===== src/rtl/sequencer_step_ctrl_pkg.sv =====
// Shared helpers for the step-control slice: counter width sizing.
package sequencer_step_ctrl_pkg;

    // Bits needed to hold values 0..n-1, never less than one.
    function automatic int unsigned cnt_width(input int unsigned n);
        return (n <= 2) ? 1 : $clog2(n);
    endfunction

endpackage


===== src/rtl/sequencer_step_ctrl_debounce.sv =====
// Pushbutton conditioner: two-flop synchronizer, stability debounce and a
// registered one-cycle press pulse on each accepted 1->0 transition.
module button_debounce
    import sequencer_step_ctrl_pkg::*;
#(
    parameter int unsigned DEBOUNCE_CYCLES = 1_000_000
) (
    input  logic clock,
    input  logic reset,
    input  logic btn_n,
    output logic level,
    output logic press
);

    localparam int unsigned CntW = cnt_width(DEBOUNCE_CYCLES + 1);
    localparam logic [CntW-1:0] CntLast = CntW'(DEBOUNCE_CYCLES - 1);

    if (DEBOUNCE_CYCLES < 1) begin : g_cycles_check
        $error("DEBOUNCE_CYCLES must be at least 1");
    end

    logic            sync1;
    logic            sync2;
    logic            stable;
    logic            stable_dly;
    logic [CntW-1:0] cnt;

    always_ff @(posedge clock or negedge reset) begin
        if (!reset) begin
            sync1      <= 1'b1;
            sync2      <= 1'b1;
            stable     <= 1'b1;
            stable_dly <= 1'b1;
            cnt        <= '0;
            press      <= 1'b0;
        end else begin
            sync1      <= btn_n;
            sync2      <= sync1;
            stable_dly <= stable;
            // Pulse one cycle after the stable level falls; releases are silent.
            press      <= stable_dly & ~stable;
            if (sync2 == stable) begin
                cnt <= '0;
            end else if (cnt == CntLast) begin
                stable <= sync2;
                cnt    <= '0;
            end else begin
                cnt <= cnt + CntW'(1);
            end
        end
    end

    assign level = stable;

endmodule


===== src/rtl/sequencer_step_ctrl.sv =====
// Step-rate divider plus debounced mode/pause toggles feeding the display FSM.
module sequencer_step_ctrl
    import sequencer_step_ctrl_pkg::*;
#(
    parameter int unsigned CLK_HZ          = 50_000_000,
    parameter int unsigned STEP_HZ         = 1,
    parameter int unsigned DEBOUNCE_CYCLES = 1_000_000
) (
    input  logic clock,
    input  logic reset,
    input  logic btn_modo,
    input  logic btn_pause,
    output logic modo,
    output logic step,
    output logic paused
);

    localparam int unsigned Div = CLK_HZ / STEP_HZ;
    localparam int unsigned DivW = cnt_width(Div);
    localparam logic [DivW-1:0] DivLast = DivW'(Div - 1);

    if (Div < 2) begin : g_div_check
        $error("CLK_HZ / STEP_HZ must be at least 2");
    end

    logic modo_press;
    logic pause_press;
    logic modo_level;
    logic pause_level;
    logic unused_levels;

    assign unused_levels = modo_level ^ pause_level;

    button_debounce #(
        .DEBOUNCE_CYCLES(DEBOUNCE_CYCLES)
    ) u_modo (
        .clock(clock),
        .reset(reset),
        .btn_n(btn_modo),
        .level(modo_level),
        .press(modo_press)
    );

    button_debounce #(
        .DEBOUNCE_CYCLES(DEBOUNCE_CYCLES)
    ) u_pause (
        .clock(clock),
        .reset(reset),
        .btn_n(btn_pause),
        .level(pause_level),
        .press(pause_press)
    );

    logic [DivW-1:0] div_cnt;
    logic [DivW-1:0] div_next;
    logic            paused_next;

    always_comb begin
        paused_next = paused ^ pause_press;
        div_next    = div_cnt;
        if (!paused) begin
            div_next = (div_cnt == DivLast) ? '0 : div_cnt + DivW'(1);
        end
    end

    // step is registered so that it is high exactly while div_cnt sits at
    // DivLast with stepping running.
    always_ff @(posedge clock or negedge reset) begin
        if (!reset) begin
            div_cnt <= '0;
            paused  <= 1'b0;
            modo    <= 1'b0;
            step    <= 1'b0;
        end else begin
            div_cnt <= div_next;
            paused  <= paused_next;
            modo    <= modo ^ modo_press;
            step    <= (div_next == DivLast) && !paused_next;
        end
    end

endmodule


===== config.mk =====
export PLATFORM = sky130hd
export DESIGN_NAME = sequencer_step_ctrl
export DESIGN_NICKNAME = d
export VERILOG_FILES = /design/src/rtl/sequencer_step_ctrl_pkg.sv /design/src/rtl/sequencer_step_ctrl_debounce.sv /design/src/rtl/sequencer_step_ctrl.sv
export SDC_FILE = /design/constraint.sdc
export NUM_CORES = 1
export LEC_CHECK = 0
export CORE_AREA = 2 2 95 97
export CTS_BUF_LIST = sky130_fd_sc_hd__clkbuf_4
export CTS_CLUSTER_DIAMETER = 50
export CTS_CLUSTER_SIZE = 40
export DETAILED_ROUTE_END_ITERATION = 12
export DIE_AREA = 0 0 97 99
export GPL_ROUTABILITY_DRIVEN = 1
export SETUP_SLACK_MARGIN = 0.1
export SLEW_MARGIN = 0
export SYNTH_ARGS = -nofsm -noshare
export SYNTH_HDL_FRONTEND = slang
export SYNTH_SLANG_ARGS = --single-unit

===== constraint.sdc =====
create_clock -name clock -period 4.89 [get_ports clock]
set_input_delay 0.7335 -clock clock [delete_from_list [all_inputs] [get_ports clock]]
set_output_delay 0.7335 -clock clock [all_outputs]
set_load 0.05 [all_outputs]

### Word level (Yosys, flattened, before mapping)

Index checks and enable logic that the tools add are counted.

* input port bits: 4
* flip-flop bits (word level): 79

* bitwise operators: 8
* $add $sub $neg: 3
* equality and inequality tests: 6
* muxes and demuxes: 6
* reduce and logical (&&, ||, !) cells: 4

Operators with widths (number)
* 20-bit 2-to-1 mux: 4
* 26-bit == test (second input constant): 2
* 26-bit 2-to-1 mux: 2
* 20-bit by 1-bit adder with 20-bit output (second input constant): 2
* 20-bit == test (second input constant): 2
* 26-bit by 1-bit adder with 26-bit output (second input constant): 1
* 1-bit NOT: 4
* 2-bit AND reduction: 2
* 1-bit AND: 2
* 1-bit == test: 2
* 1-bit XOR: 2
* 1-bit logical AND: 1
* 1-bit logical NOT: 1

### Longest topological paths before layout

Gate-level depths: netlist (run 1).

* depth after elaboration: 5
* gate-level depth with buffers: 8
* depth with buffers taken out: 7

### Cells and area by module

Synthesis (run 1) repeated with hierarchy kept, for this count alone.

* cell total of the unflattened synthesis: 386
* area total of the unflattened synthesis: 4000.1 um^2

By module, submodules not included
* button_debounce: cells an instance 111, instances 2, sequential area each 630.6 um^2, area each 1176.1 um^2
* sequencer_step_ctrl: cells an instance 164, instances 1, sequential area each 725.7 um^2, area each 1647.8 um^2

### Least setup slack after synthesis (run 1)

No wires, ideal clock.

* kind: register to register
* start point: register paused
* end point: register step
* data required time: 4.794 ns
* cell stages (with the launch flop): 8
* arrival time: 2.377 ns
* period minus slack after synthesis: 2.473 ns
* slack: 2.417 ns
* path through: dfrtp_1 > buf_4 > nand4b_2 > or4_4 > or4_4 > xnor2_2 > nand3_1 > nor4_2

* cells in the longest elaborated chain, start to end: 3
* elaborated cells between the ends (all ways): 5
* classes of those cells: eq/ne (1); mux (1); bitwise (1); reduce/logical (2)

RTL lines
* start, declared: line sequencer_step_ctrl.sv:15 `output logic paused`
* start signal, assigned: line sequencer_step_ctrl.sv:76 `paused <= paused_next;`
* 26-bit 2-to-1 mux or 1-bit XOR (tied branches): line sequencer_step_ctrl.sv:61, sequencer_step_ctrl.sv:59
* 26-bit == test or 1-bit logical NOT (tied branches): line sequencer_step_ctrl.sv:78 `step <= (div_next == DivLast) && !paused_next;`
* 1-bit logical AND (*): line sequencer_step_ctrl.sv:78
* end signal, assigned: line sequencer_step_ctrl.sv:78
* end, declared: line sequencer_step_ctrl.sv:14 `output logic step,`

Mark *: on every way between the ends. The rest lies on a longest branch, timed or not.
A chain may end at the register's enable or synchronous reset.

### Worst setup path after layout (run 1)

* start point: register paused
* end point: output paused

No word-level cell between the ends.

==> results of run 1 <==
cell type report:
cell class	count	area, µm²	share of cell area
clock buffer	11	82.6	0.0205
clock inverter	5	33.8	0.00837
inverter	8	30.0	0.00744
multi-input combinational	271	1700	0.422
sequential	79	1990	0.492
tap	108	135	0.0335
timing repair buffer	7	65.1	0.0161
state kept, by name, indices dropped and copies added (netlist names):
name and count:
u_pause.sync1 1, u_pause.press 1, u_pause.sync2 1, step 1, u_modo.level 1, u_pause.cnt 20, u_modo.sync1 1, u_modo.cnt 20
div_cnt 26, u_modo.stable_dly 1, paused 1, u_modo.press 1, modo 1, u_modo.sync2 1, u_pause.stable_dly 1, u_pause.level 1
worst paths after layout:
| check | from | end | slack, ns | depth (start not counted) |
|---|---|---|---|---|
| max | paused$_DFF_PN0_ | paused | 2.32 | 1 |
| min | u_modo.sync1$_DFF_PN1_ | u_modo.sync2$_DFF_PN1_ | 0.36 | 0 |
| max reg2reg | div_cnt[9]$_DFF_PN0_ | step$_DFF_PN0_ | 2.47 | 6 |
| min reg2reg | u_modo.sync1$_DFF_PN1_ | u_modo.sync2$_DFF_PN1_ | 0.36 | 0 |
| max in group asynchronous | reset | u_pause.cnt[7]$_DFF_PN0_ | 3.82 | 1 |
| min in group asynchronous | reset | div_cnt[24]$_DFF_PN0_ | 0.46 | 1 |
power by group:
part	total, mW	switching (mW)	leakage [nW]	internal (mW)
combinational	0.0280	0.0209	0.572	0.00710
clock	0.337	0.221	0.0633	0.116
sequential	0.665	0.00459	1.06	0.660
total	1.03	0.247	1.69	0.783
routing by layer:
layer / wire [µm] / track usage / vias up
met5: 0 / 0 / -
met4: 129 / 0.0726 / 0
met3: 176 / 0.0284 / 11
met2: 2830 / 0.222 / 37
met1: 3220 / 0.205 / 1202
li1: - / - / 1267
cell families after synthesis:
family	after synthesis	synth area share
AO/OA/AOI/OAI	12	0.0199
flip-flops	79	0.528
multiplexers	4	0.0116
adder cells (fa/ha/maj)	3	0.00997
XOR/XNOR	62	0.146
AND/OR/NAND/NOR	190	0.265
buffers and inverters	18	0.0199
stage by stage:
step / cells / cell area [µm²] / hold slack [ns] / setup slack (ns)
3_3_place_gp: 473 / 3920 / 0.345 / 2.57
4_1_cts: 489 / 4040 / 0.363 / 2.28
5_1_grt: 489 / 4040 / 0.377 / 2.19
3_5_place_dp: 473 / 3920 / 0.349 / 2.49
2_1_floorplan: 368 / 3760 / 0.345 / 2.42
6_report: 489 / 4040 / 0.359 / 2.32
layout by cell type, fill, tap and decap left out, drive strengths merged, types with 2 or more instances in the layout:
cell,netlist,layout
or4,5,5
dfstp,8,8
and2,2,2
nor2b,6,6
xnor2,31,31
inv,8,9
nor4b,3,3
and3,8,8
nor3,9,9
mux2,3,3
ha,3,3
nor2,65,65
nor3b,2,2
clkbuf,7,11
xor2,31,31
o21ai,4,4
clkdlybuf4s50,0,5
and4,4,4
buf,3,2
nand2b,3,3
nand2,27,27
a21oi,3,3
nor4,9,9
clkinvlp,0,2
nand3,25,25
clkinv,0,2
or2,3,3
or3,3,3
nand4,12,12
dfrtp,71,71
==> run_results.csv, run 1 <==
group,metric,value,unit
layout,utilization,0.472,
layout,drive_gt1_frac,0.108,
placement,portBuffers,6,
clocking,clk_latency,0.42,ns
route,vias,2517,
layout,fin_nets,383,
critical_path,worstPathBufferInverterCount,1,
route,firstDrtPassIters,4,
yosys,synth_edf_count,0,
sta,fmax,389,MHz
route,drt_iter0_drc,93,
clocking,htreeDepth,3,
critical_path,required,4.16,ns
run_status,status,"finished clean",
sta,rsz0062_at_grt,"false",
die,ios,7,
layout,diodes,0,
power_and_ir_drop,powerDensity,255,nW/µm²
critical_path,cp-start-kind,"flip-flop",
layout,syn_to_final_growth,7.21,%
critical_path,crit_slowest_cell,"clkdlybuf4s50_1",
sta,slew_headroom,0.360,
critical_path,max_stage_delay,0.88,ns
route,wl_per_cell,13.0,µm
worst_hold_path,hp-class,"reg -> reg",
clocking,path_clk_slew,0.13,ns
clocking,cts_sinks,79,
route,ant_nets,0,
yosys,ys_top_cells_by_area,"dfrtp_1 47%, xor2_1 7.2%, xnor2_1 7.0%, nor2_1 6.5%, dfstp_2 5.6%",
critical_path,crit_chain,"clkdlybuf4s50_1",
yosys,syn_inst,368,
global_routing,antenna_found_initial,0,
sta,finClkSkew,0.0128,ns
sta,hold_viol,0,
die,start_util,0.440,
yosys,yosysSeqAreaShare,0.528,
yosys,synthTopCellsByCount,"71 x dfrtp_1, 65 x nor2_1, 31 x xor2_1",
placement,gp_congestion,0.832,
yosys,synthArstFlopShare,1.00,
sta,finalMaxSlewViolations,0,
yosys,ys.flop_type,"dfrtp_1",
global_routing,grt_pass1_vias,2478,
yosys,yosys_warnings,0,
critical_path,critical_path_class,"reg -> out",
power_and_ir_drop,vdd_drop_max,0.000105,V
yosys,yosys.area.top_type_share,0.472,
clocking,holdBufCountCts,0,
clocking,cts_tree,"built",
global_routing,grt.total_usage,0.147,
run,maxCapViolCount,0,
clocking,post_cts_buffers,0,
critical_path,cp_max_fo,10,
clocking,numCtsBuffers,9,
global_routing,grt_first_pass_wirelength,11.5,mm
critical_path,endpoint_kind,"primary output",
power_and_ir_drop,p_leak,1.69,nW
die,dieWidth,97,µm
global_routing,grt_max_degree,80,
global_routing,grt_overflow_total,0,
yosys,synth_fp_nets,375,
route,drc,0,
die,fp.coreArea,8550,µm²
clocking,post_cts_resized,0,
power_and_ir_drop,p_total,1.03,mW
die,dieArea,9600,µm²
yosys,synth_cell_types,44,
die,rows,34,
route,routed_via_density,5.15,
yosys,synth_top_cell_by_area,"dfrtp_1",
sta,worst_pin_slew,0.959,ns
critical_path,cp_top_family,"buffers and inverters",
die,die_height,99,µm
yosys,synth_seq_cells,79,
sta,finalCritPeriodShare,0.525,
clocking,root_buffer,"clkbuf_4",
layout,fill_cells,808,
yosys,synth_area,3760,µm²
placement,dp_hpwl,4.33,mm
sta,fin_tns_setup,0,ns
route,postRouteWirelength,6.35,mm
clocking,clockBufferDepth,2,
critical_path,critPathArrivalTime,1.83,ns
yosys,syn_area_per_cell,10.2,µm²
sta,finalCriticalPeriod,2.57,ns
sta,setup_viol,0,
yosys,synth_most_common_cell,"dfrtp_1",
No activity file was read; power rests on OpenSTA's default activity.
==> inputs of run 2 (changes only) <==
- clock period: 4.89 -> 2.3 ns (I/O delays scaled with it)
==> run 2 against run 1 <==
Sequential cell count unchanged. Global-route usage increased by 0.71 points. Register-to-register slack got worse by 2.4 ns. Final cell count increased by 6.1%. Design area increased by 8.2%. Hold slack got worse by 0.072 ns. Die area unchanged. Largest power group unchanged.
==> run_results.csv, run 2 (same netlist as run 1, synthesis figures left out) <==
group,metric,value,unit
die,rows,34,
die,ios,7,
global_routing,grt.total_usage,0.154,
die,start_util,0.440,
global_routing,grt_first_pass_wirelength,12.0,mm
die,fp.coreArea,8550,µm²
sta,finalCriticalPeriod,2.20,ns
critical_path,crit_slowest_cell,"or4_4",
global_routing,met3_usage,0.0284,
sta,fmax,454,MHz
sta,hold_viol,0,
layout,layout_common_cells,"64 x nor2_1, 64 x dfrtp_1, 31 x xor2_1, 30 x xnor2_1, 30 x buf_4",
run,maxCapViolCount,0,
route,drt_iter0_drc,121,
critical_path,worstPathBufferInverterCount,0,
critical_path,cp_common_cell,"or4_4",
sta,setup_viol,0,
die,die_height,99,µm
sta,rsz0062_at_grt,"true",
clocking,cts_sinks,79,
layout,fill_cells,764,
layout,largest_reg_flops,26,
critical_path,critPathArrivalTime,2.56,ns
clocking,path_clk_slew,0.15,ns
route,routed_via_density,5.07,
route,vias,2629,
global_routing,met2_usage,0.241,
layout,top_regs,"div_cnt (26), u_modo.cnt (20), u_pause.cnt (20)",
layout,register_area,2000,µm²
global_routing,busiest_layer,"met2",
sta,finalMaxSlewViolations,0,
critical_path,cp_max_fo,8,
critical_path,cp-start-kind,"flip-flop",
critical_path,required,2.66,ns
placement,gp_congestion,0.821,
global_routing,grt_overflow_total,0,
placement,portBuffers,6,
worst_hold_path,hp-class,"in -> reg",
sta,setup_ws,0.0994,ns
power_and_ir_drop,powerDensity,547,nW/µm²
clocking,clk_latency,0.44,ns
die,dieArea,9600,µm²
die,dieWidth,97,µm
layout,syn_to_final_growth,16.1,%
critical_path,cp_top_family,"simple AND/OR/NAND/NOR gates",
sta,worst_pin_slew,0.673,ns
route,ant_nets,0,
layout,multi_input_area,1750,µm²
layout,top_register,"div_cnt",
route,drc,0,
layout,fin_nets,413,
run_status,status,"finished clean",
sta,finClkSkew,0.0184,ns
critical_path,crit_chain,"nand4_1 -> or4_4 -> or4_4 -> xnor2_2 -> nand3_1 -> nor4_2",
power_and_ir_drop,vdd_drop_max,0.000258,V
global_routing,grtUsageMet1,0.215,
clocking,clockBufferDepth,2,
route,postRouteWirelength,6.98,mm
route,firstDrtPassIters,4,
critical_path,max_stage_delay,0.55,ns
placement,dp_slack,0.0629,ns
layout,diodes,0,
power_and_ir_drop,p_leak,1.88,nW
sta,slew_headroom,0.552,
layout,drive_gt1_frac,0.200,
critical_path,critical_path_class,"reg -> reg",
placement,dp_hpwl,4.75,mm
clocking,root_buffer,"clkbuf_4",
placement,postPlaceCellArea,4070,µm²
clocking,htreeDepth,3,
clocking,numCtsBuffers,9,
sta,finalCritPeriodShare,0.957,
global_routing,grt_pass1_vias,2579,
layout,final_cell_area,4370,µm²
global_routing,antenna_found_initial,0,
route,wl_per_cell,13.5,µm
critical_path,endpoint_kind,"flip-flop",
global_routing,grt_max_degree,53,
clocking,cts_tree,"built",
layout,utilization,0.511,
-- run 2: timing repair --
item | in CTS | in global routing
endpoints found under the hold margin | 45 | 0
setup buffers | 0 | 13
gates cloned | 0 | 0
endpoints found under the setup margin | 1 | 4
pin swaps | 0 | 9
hold buffers | 1 | 0
resized for setup | 2 | 9
-- run 2: cell type report --
cell class                 instances  area share
sequential                        79       0.457
multi-input combinational        271       0.400
timing repair buffer              37      0.0699
tap                              108      0.0309
clock inverter                     7      0.0198
clock buffer                       9      0.0155
inverter                           8     0.00687
-- run 2: path summary, 6_finish.rpt --
check                                        startpoint  slack [ns]  cells past startpoint                       to
worst max-delay path               div_cnt[9]$_DFF_PN0_         0.1                      6           step$_DFF_PN0_
max in group asynchronous                         reset        1.20                      3  u_modo.cnt[9]$_DFF_PN0_
min in group asynchronous                         reset        0.45                      2     div_cnt[8]$_DFF_PN0_
worst min register to register  u_pause.sync1$_DFF_PN1_        0.37                      0  u_pause.sync2$_DFF_PN1_
worst min-delay path                           btn_modo        0.29                      1   u_modo.sync1$_DFF_PN1_
worst max register to register     div_cnt[9]$_DFF_PN0_         0.1                      6           step$_DFF_PN0_
-- run 2: routing by layer --
metal | share of wire | up-vias
li1 | - | 1335
met1 | 0.50 | 1266
met2 | 0.46 | 17
met3 | 0.020 | 11
met4 | 0.017 | 0
met5 | 0 | -
-- run 2: metrics by stage --
| step | hold WS [ns] | TNS, ns | power, mW | instances |
|---|---|---|---|---|
| after floorplan | 0.0494 | 0 | 1.46 | 368 |
| after global placement | 0.345 | 0 | 1.51 | 489 |
| after detailed placement | 0.347 | 0 | 1.51 | 489 |
| after CTS | 0.267 | 0 | 2.43 | 506 |
| after global routing | 0.265 | -0.0644 | 2.51 | 519 |
| final | 0.287 | 0 | 2.39 | 519 |
-- run 2: where the power goes --
part | internal [mW] | switching [mW] | total (mW)
logic | 0.0208 | 0.0461 | 0.0669
clock network | 0.356 | 0.551 | 0.907
registers | 1.40 | 0.00999 | 1.41
